[config.mk]
export PLATFORM = sky130hd
export DESIGN_NAME = countdown_timer_flat
export DESIGN_NICKNAME = d
export VERILOG_FILES = /design/src/rtl/countdown_timer_pkg.sv /design/src/rtl/countdown_timer_if.sv /design/src/rtl/countdown_timer_down_field.sv /design/src/rtl/countdown_timer.sv /design/src/flat_wrapper.sv
export SDC_FILE = /design/constraint.sdc
export NUM_CORES = 1
export LEC_CHECK = 0
export CAP_MARGIN = 20
export CORE_MARGIN = 1
export CORE_UTILIZATION = 50
export CTS_CLUSTER_SIZE = 20
export DETAILED_ROUTE_END_ITERATION = 8
export PLACE_DENSITY = 0.91
export SLEW_MARGIN = 20
export SYNTH_ARGS = -nofsm -noshare
export SYNTH_HDL_FRONTEND = slang
export SYNTH_SLANG_ARGS = --single-unit
[constraint.sdc]
create_clock -name clk -period 6.12 [get_ports clk]
set_clock_uncertainty 0.05 [all_clocks]
set_input_delay 1.836 -clock clk [delete_from_list [all_inputs] [get_ports clk]]
set_output_delay 1.836 -clock clk [all_outputs]
set_load 0.02 [all_outputs]
[src/rtl/countdown_timer_pkg.sv]
// Shared types and limits for the HH:MM:SS countdown timer.
// Build option: define COUNTDOWN_BEEP_EN to enable the expiry beeper.
package countdown_pkg;

  typedef enum logic [1:0] {
    IDLE    = 2'd0,
    RUN     = 2'd1,
    PAUSED  = 2'd2,
    EXPIRED = 2'd3
  } cd_state_t;

  localparam logic [7:0] MAX_SEC = 8'd59;
  localparam logic [7:0] MAX_MIN = 8'd59;
  localparam logic [7:0] MAX_HRS = 8'd23;

  // Saturate an operator-supplied field value to its legal maximum.
  function automatic logic [7:0] clamp_field(input logic [7:0] val, input logic [7:0] max_val);
    logic [7:0] res;
    if (val > max_val) begin
      res = max_val;
    end else begin
      res = val;
    end
    return res;
  endfunction

endpackage

[src/rtl/countdown_timer_if.sv]
// Control/status bundle between the countdown timer and whoever drives it.
interface countdown_timer_if;

  logic       load;
  logic [7:0] load_hrs;
  logic [7:0] load_min;
  logic [7:0] load_sec;
  logic       start;
  logic       pause;
  logic       ack;
  logic [7:0] hrs;
  logic [7:0] min;
  logic [7:0] sec;
  logic       running;
  logic       expired;
  logic       beep;

  modport master (
    output load, load_hrs, load_min, load_sec, start, pause, ack,
    input  hrs, min, sec, running, expired, beep
  );

  modport slave (
    input  load, load_hrs, load_min, load_sec, start, pause, ack,
    output hrs, min, sec, running, expired, beep
  );

endinterface

[src/rtl/countdown_timer_down_field.sv]
// One 8-bit binary down-counting time field; wraps to i_max and borrows
// into the next field when decremented from zero.
module down_field (
  input  logic       clk,
  input  logic       reset,
  input  logic       i_dec,
  input  logic       i_load,
  input  logic [7:0] i_load_val,
  input  logic [7:0] i_max,
  output logic [7:0] o_count,
  output logic       o_borrow
);

  logic [7:0] r_count;

  // Field register: reset, parallel load, or decrement with wrap.
  always_ff @(posedge clk) begin
    if (reset) begin
      r_count <= 8'd0;
    end else if (i_load) begin
      r_count <= i_load_val;
    end else if (i_dec) begin
      if (r_count == 8'd0) begin
        r_count <= i_max;
      end else begin
        r_count <= r_count - 8'd1;
      end
    end
  end

  assign o_count  = r_count;
  assign o_borrow = i_dec && (r_count == 8'd0);

endmodule

[src/rtl/countdown_timer.sv]
// HH:MM:SS countdown timer with 1 Hz prescaler, pause/resume and expiry flag.
// Build option: COUNTDOWN_BEEP_EN makes beep toggle on prescaler wraps while expired.
module countdown_timer #(
  parameter int CLK_HZ = 2
) (
  input  logic              clk,
  input  logic              reset,
  countdown_timer_if.slave  bus
);

  import countdown_pkg::*;

  localparam int PW = (CLK_HZ > 1) ? $clog2(CLK_HZ) : 1;
  localparam logic [PW-1:0] PRESC_TOP = PW'(CLK_HZ - 1);

  cd_state_t     r_state;
  logic [PW-1:0] r_presc;
  logic          r_running;
  logic          r_expired;
  logic          r_beep;

  logic [7:0] w_hrs;
  logic [7:0] w_min;
  logic [7:0] w_sec;
  logic       w_sec_borrow;
  logic       w_min_borrow;
  logic       w_hrs_borrow;
  logic [7:0] w_ld_hrs;
  logic [7:0] w_ld_min;
  logic [7:0] w_ld_sec;
  logic       w_presc_top;
  logic       w_zero;
  logic       w_load_acc;
  logic       w_tick;
  logic       w_last;

  // Decode of the current cycle's load, tick and final-second conditions.
  always_comb begin
    w_ld_hrs    = clamp_field(bus.load_hrs, MAX_HRS);
    w_ld_min    = clamp_field(bus.load_min, MAX_MIN);
    w_ld_sec    = clamp_field(bus.load_sec, MAX_SEC);
    w_presc_top = (r_presc == PRESC_TOP);
    w_zero      = (w_hrs == 8'd0) && (w_min == 8'd0) && (w_sec == 8'd0);
    w_load_acc  = bus.load && (r_state != RUN);
    // Gating on !w_zero guarantees the chain can never wrap below 00:00:00.
    w_tick      = (r_state == RUN) && w_presc_top && !w_zero;
    w_last      = w_tick && (w_hrs == 8'd0) && (w_min == 8'd0) && (w_sec == 8'd1);
  end

  down_field u_sec (
    .clk        (clk),
    .reset      (reset),
    .i_dec      (w_tick),
    .i_load     (w_load_acc),
    .i_load_val (w_ld_sec),
    .i_max      (MAX_SEC),
    .o_count    (w_sec),
    .o_borrow   (w_sec_borrow)
  );

  down_field u_min (
    .clk        (clk),
    .reset      (reset),
    .i_dec      (w_sec_borrow),
    .i_load     (w_load_acc),
    .i_load_val (w_ld_min),
    .i_max      (MAX_MIN),
    .o_count    (w_min),
    .o_borrow   (w_min_borrow)
  );

  down_field u_hrs (
    .clk        (clk),
    .reset      (reset),
    .i_dec      (w_min_borrow),
    .i_load     (w_load_acc),
    .i_load_val (w_ld_hrs),
    .i_max      (MAX_HRS),
    .o_count    (w_hrs),
    .o_borrow   (w_hrs_borrow)
  );

  // Control FSM with prescaler and registered status outputs.
  always_ff @(posedge clk) begin
    if (reset) begin
      r_state   <= IDLE;
      r_presc   <= '0;
      r_running <= 1'b0;
      r_expired <= 1'b0;
      r_beep    <= 1'b0;
    end else if (w_load_acc) begin
      r_state   <= IDLE;
      r_presc   <= '0;
      r_running <= 1'b0;
      r_expired <= 1'b0;
      r_beep    <= 1'b0;
    end else begin
      case (r_state)
        IDLE: begin
          if (bus.start && !bus.pause && !w_zero) begin
            r_state   <= RUN;
            r_presc   <= '0;
            r_running <= 1'b1;
          end
        end
        RUN: begin
          if (w_presc_top) begin
            r_presc <= '0;
          end else begin
            r_presc <= r_presc + 1'b1;
          end
          // The pause cycle itself still counts; the prescaler freezes afterwards.
          if (w_last) begin
            r_state   <= EXPIRED;
            r_running <= 1'b0;
            r_expired <= 1'b1;
          end else if (bus.pause) begin
            r_state   <= PAUSED;
            r_running <= 1'b0;
          end
        end
        PAUSED: begin
          if (bus.start && !bus.pause) begin
            r_state   <= RUN;
            r_running <= 1'b1;
          end
        end
        EXPIRED: begin
          if (bus.ack) begin
            r_state   <= IDLE;
            r_presc   <= '0;
            r_expired <= 1'b0;
            r_beep    <= 1'b0;
          end else begin
`ifdef COUNTDOWN_BEEP_EN
            if (w_presc_top) begin
              r_presc <= '0;
              r_beep  <= ~r_beep;
            end else begin
              r_presc <= r_presc + 1'b1;
            end
`else
            r_presc <= '0;
            r_beep  <= 1'b0;
`endif
          end
        end
        default: begin
          r_state   <= IDLE;
          r_presc   <= '0;
          r_running <= 1'b0;
          r_expired <= 1'b0;
          r_beep    <= 1'b0;
        end
      endcase
    end
  end

  assign bus.hrs     = w_hrs;
  assign bus.min     = w_min;
  assign bus.sec     = w_sec;
  assign bus.running = r_running;
  assign bus.expired = r_expired;
  assign bus.beep    = r_beep;

endmodule

[src/flat_wrapper.sv]
// flat-port wrapper written by rule: the top's interface ports become plain ports
module countdown_timer_flat import countdown_pkg::*;
#(
  parameter int CLK_HZ = 2
)
  (clk, reset, bus_load, bus_load_hrs, bus_load_min, bus_load_sec, bus_start, bus_pause, bus_ack, bus_hrs, bus_min, bus_sec, bus_running, bus_expired, bus_beep);
  countdown_timer_if bus_i ();
  input  logic clk;
  input  logic reset;
  input wire logic [$bits(bus_i.load)-1:0] bus_load;
  input wire logic [$bits(bus_i.load_hrs)-1:0] bus_load_hrs;
  input wire logic [$bits(bus_i.load_min)-1:0] bus_load_min;
  input wire logic [$bits(bus_i.load_sec)-1:0] bus_load_sec;
  input wire logic [$bits(bus_i.start)-1:0] bus_start;
  input wire logic [$bits(bus_i.pause)-1:0] bus_pause;
  input wire logic [$bits(bus_i.ack)-1:0] bus_ack;
  output wire logic [$bits(bus_i.hrs)-1:0] bus_hrs;
  output wire logic [$bits(bus_i.min)-1:0] bus_min;
  output wire logic [$bits(bus_i.sec)-1:0] bus_sec;
  output wire logic [$bits(bus_i.running)-1:0] bus_running;
  output wire logic [$bits(bus_i.expired)-1:0] bus_expired;
  output wire logic [$bits(bus_i.beep)-1:0] bus_beep;
  assign bus_i.load = bus_load;
  assign bus_i.load_hrs = bus_load_hrs;
  assign bus_i.load_min = bus_load_min;
  assign bus_i.load_sec = bus_load_sec;
  assign bus_i.start = bus_start;
  assign bus_i.pause = bus_pause;
  assign bus_i.ack = bus_ack;
  assign bus_hrs = bus_i.hrs;
  assign bus_min = bus_i.min;
  assign bus_sec = bus_i.sec;
  assign bus_running = bus_i.running;
  assign bus_expired = bus_i.expired;
  assign bus_beep = bus_i.beep;
  countdown_timer #(.CLK_HZ(CLK_HZ)) u_core (.clk(clk), .reset(reset), .bus(bus_i));
endmodule
==> impl_metrics.ini <==
[detailed_routing]
first_pass_iters = 5
ant_nets = 0
viasPerCell = 6.33
drc = 0
wl_per_cell_um = 15.8
vias = 2171
dr.first_iter.drc_count = 178
wl_um = 5430

[critical_path]
worstPathMaxFanout = 12
crit_path_end_kind = register
path_cells = clkdlybuf4s50_1, inv_1, nor2_1, a21oi_2, or4_1, a21boi_0
slowest_delay_ns = 0.66
path_delay_family = simple AND/OR/NAND/NOR gates
critical_path.slowest_cell = nor2_1
path_class = input pin to register
r2r_slack_ns = 3.39
arrival_ns = 4.04
critPathRequiredTime_ns = 6.27
crit_buf_inv = 2
start_kind = input pin

[finish]
final_nets = 330
diodes = 0
layoutNonFillerInstCount = 343
drive_above_1_share = 0.0712
area_growth_syn_to_layout_pct = 34.0
fill_cells = 304
finalInstanceArea_mm2 = 0.00258
finish.utilization = 0.704

[die]
start_util = 0.525
std_cell_rows = 22
coreArea_mm2 = 0.00366
die_h_um = 64.0
ioPinCount = 57
fp.dieArea_mm2 = 0.00410
chipWidth_um = 64.0

[clocking]
htreeDepth = 2
cts_tree = built
cts_inserted_buffers = 5
insertion_delay_ns = 0.28
cts_hold_buf = 0
cts_resized = 0
root_buffer = clkbuf_8
clockBufferDepth = 2
clkTransAtPathRegs_ns = 0.06
post_cts_buffers = 0
cts.sinks = 29

[logic_synthesis]
synth-seq-cells = 29
synth_area_leaders = dfxtp_1 30%, nand2_1 4.5%, a21oi_1 4.4%
async_flop_share = 0
ys_seq_area_frac = 0.302
synth_top_area_cell = dfxtp_1
synthFlopType = dfxtp_1
synth_top_area_frac = 0.302
synth-edff-count = 0
synth.distinct_cells = 61
syn_inst = 240
netlist_top_cells_count = 29 x dfxtp_1, 23 x nand2_1, 22 x nor2_1, 17 x a21oi_1, 16 x inv_1
synth_area_mm2 = 0.00192
ys_warn_count = 0
syn_area_per_cell_um2 = 8.01
synth_fp_nets = 276
synth_most_common_cell = dfxtp_1

[power_and_ir_drop]
switching_share = 0.349
clkPwrFrac = 0.265
power_uw = 569
p_sw_uw = 198
power_frac_seq = 0.393
leakage_uw = 0.000928
power.density_mw_per_mm2 = 221
peakVddDrop_mv = 0.134
p_int_uw = 370
p_comb_frac = 0.342

[sta]
fin_crit_ns = 3.89
rsz0062_at_grt = no
relSlewSlack = 0.304
hold_viol = 0
setup_violations = 0
timing.final.max_slew_violations = 0
tightest_slew_ns = 1.04
fin_crit_sh = 0.635
final.setup.tns_ns = 0
fmax_ghz = 0.257

[run]
drv_cap = 0

[placed_design]
dp.cells = 335
gp_congestion = 0.884
port_buffers = 55
dpl_cell_area_mm2 = 0.00250
dpl.hpwl_um = 4060

[worst_hold_path]
hold_class = register to register

[global_routing]
grt_max_degree = 22
antenna_found_initial = 0
grt_pass1_vias = 1983
overflow = 0
grt_usage = 0.272
grt_pass1_wl_um = 8910

[status]
outcome = completed
-- cell usage in the layout, fill, tap and decap left out, types with 4 or more instances in the layout --
| master | instances |
|---|---|
| clkdlybuf4s50_1 | 55 |
| dfxtp_1 | 29 |
| nand2_1 | 23 |
| nor2_1 | 22 |
| a21oi_1 | 17 |
| inv_1 | 16 |
| o21ai_0 | 9 |
| nand3_1 | 8 |
| nor4_1 | 6 |
| or4_1 | 6 |
| ha_1 | 6 |
| o221ai_1 | 5 |
| clkbuf_8 | 5 |
| o32ai_1 | 4 |
| nand2b_1 | 4 |
| o211ai_1 | 4 |
| a211oi_1 | 4 |
-- through the flow --
| step | setup WS (ns) | hold WS (ns) |
|---|---|---|
| finish | 2.23 | 0.455 |
| floorplan | 2.95 | 0.474 |
| detailed placement | 2.02 | 0.456 |
| global route | 2.08 | 0.498 |
| CTS | 2.26 | 0.465 |
| global placement | 2.14 | 0.450 |
-- path summary, 6_finish.rpt --
| check | from | to | cells past startpoint |
|---|---|---|---|
| worst min-delay path | u_core.u_hrs.o_count[0] | u_core.u_hrs.o_count[0] | 2 |
| worst max register to register | u_core.u_min.o_count[0] | u_core.u_sec.o_count[4] | 7 |
| worst min register to register | u_core.u_hrs.o_count[0] | u_core.u_hrs.o_count[0] | 2 |
| worst max-delay path | bus_load | u_core.u_min.o_count[7] | 6 |
-- tightest hold or removal path: stages, from the launching register on --
cell and delay, ns:
dfxtp_1 0.34, nand2_1 0.07, a21oi_1 0.05
-- kinds of logic after synthesis --
kind of cell | after synthesis | synth area share
other cells | 1 | 0.00195
compound gates | 77 | 0.285
xor+xnor | 3 | 0.0137
buf+inv | 24 | 0.0501
simple gates | 99 | 0.303
flops | 29 | 0.302
mux | 1 | 0.00521
fa+ha+maj | 6 | 0.0390
-- power by group through the flow --
stage | Combinational (uW) | Clock, uW | Sequential, uW
4_1_cts | 192 | 151 | 223
3_5_place_dp | 191 | 0 | 227
6_report | 194 | 151 | 224
3_3_place_gp | 187 | 0 | 226
2_1_floorplan | 106 | 0 | 238
5_1_grt | 210 | 162 | 226
-- registers in the layout (all words and copies together) (netlist names) --
signal,flops
u_core.bus.expired,1
u_core.bus.running,1
u_core.r_presc,1
u_core.r_state,2
u_core.u_hrs.o_count,8
u_core.u_min.o_count,8
u_core.u_sec.o_count,8
-- layout make-up --
class | instances | area, um^2 | area share
clock buffers | 8 | 80.1 | 0.0311
multi-input cells | 187 | 1250 | 0.483
well taps | 48 | 60.1 | 0.0233
repair buffers | 55 | 551 | 0.214
inverters | 16 | 60.1 | 0.0233
flip-flops and latches | 29 | 581 | 0.225
-- routing by layer --
metal / part of all wire / track usage / vias up
met5: 0 / 0 / -
met4: 0.011 / 0.0938 / 0
met3: 0.078 / 0.0643 / 11
met2: 0.47 / 0.451 / 118
met1: 0.44 / 0.342 / 1019
li1: - / - / 1023
Note: power is estimated with default switching activity, not from simulation.
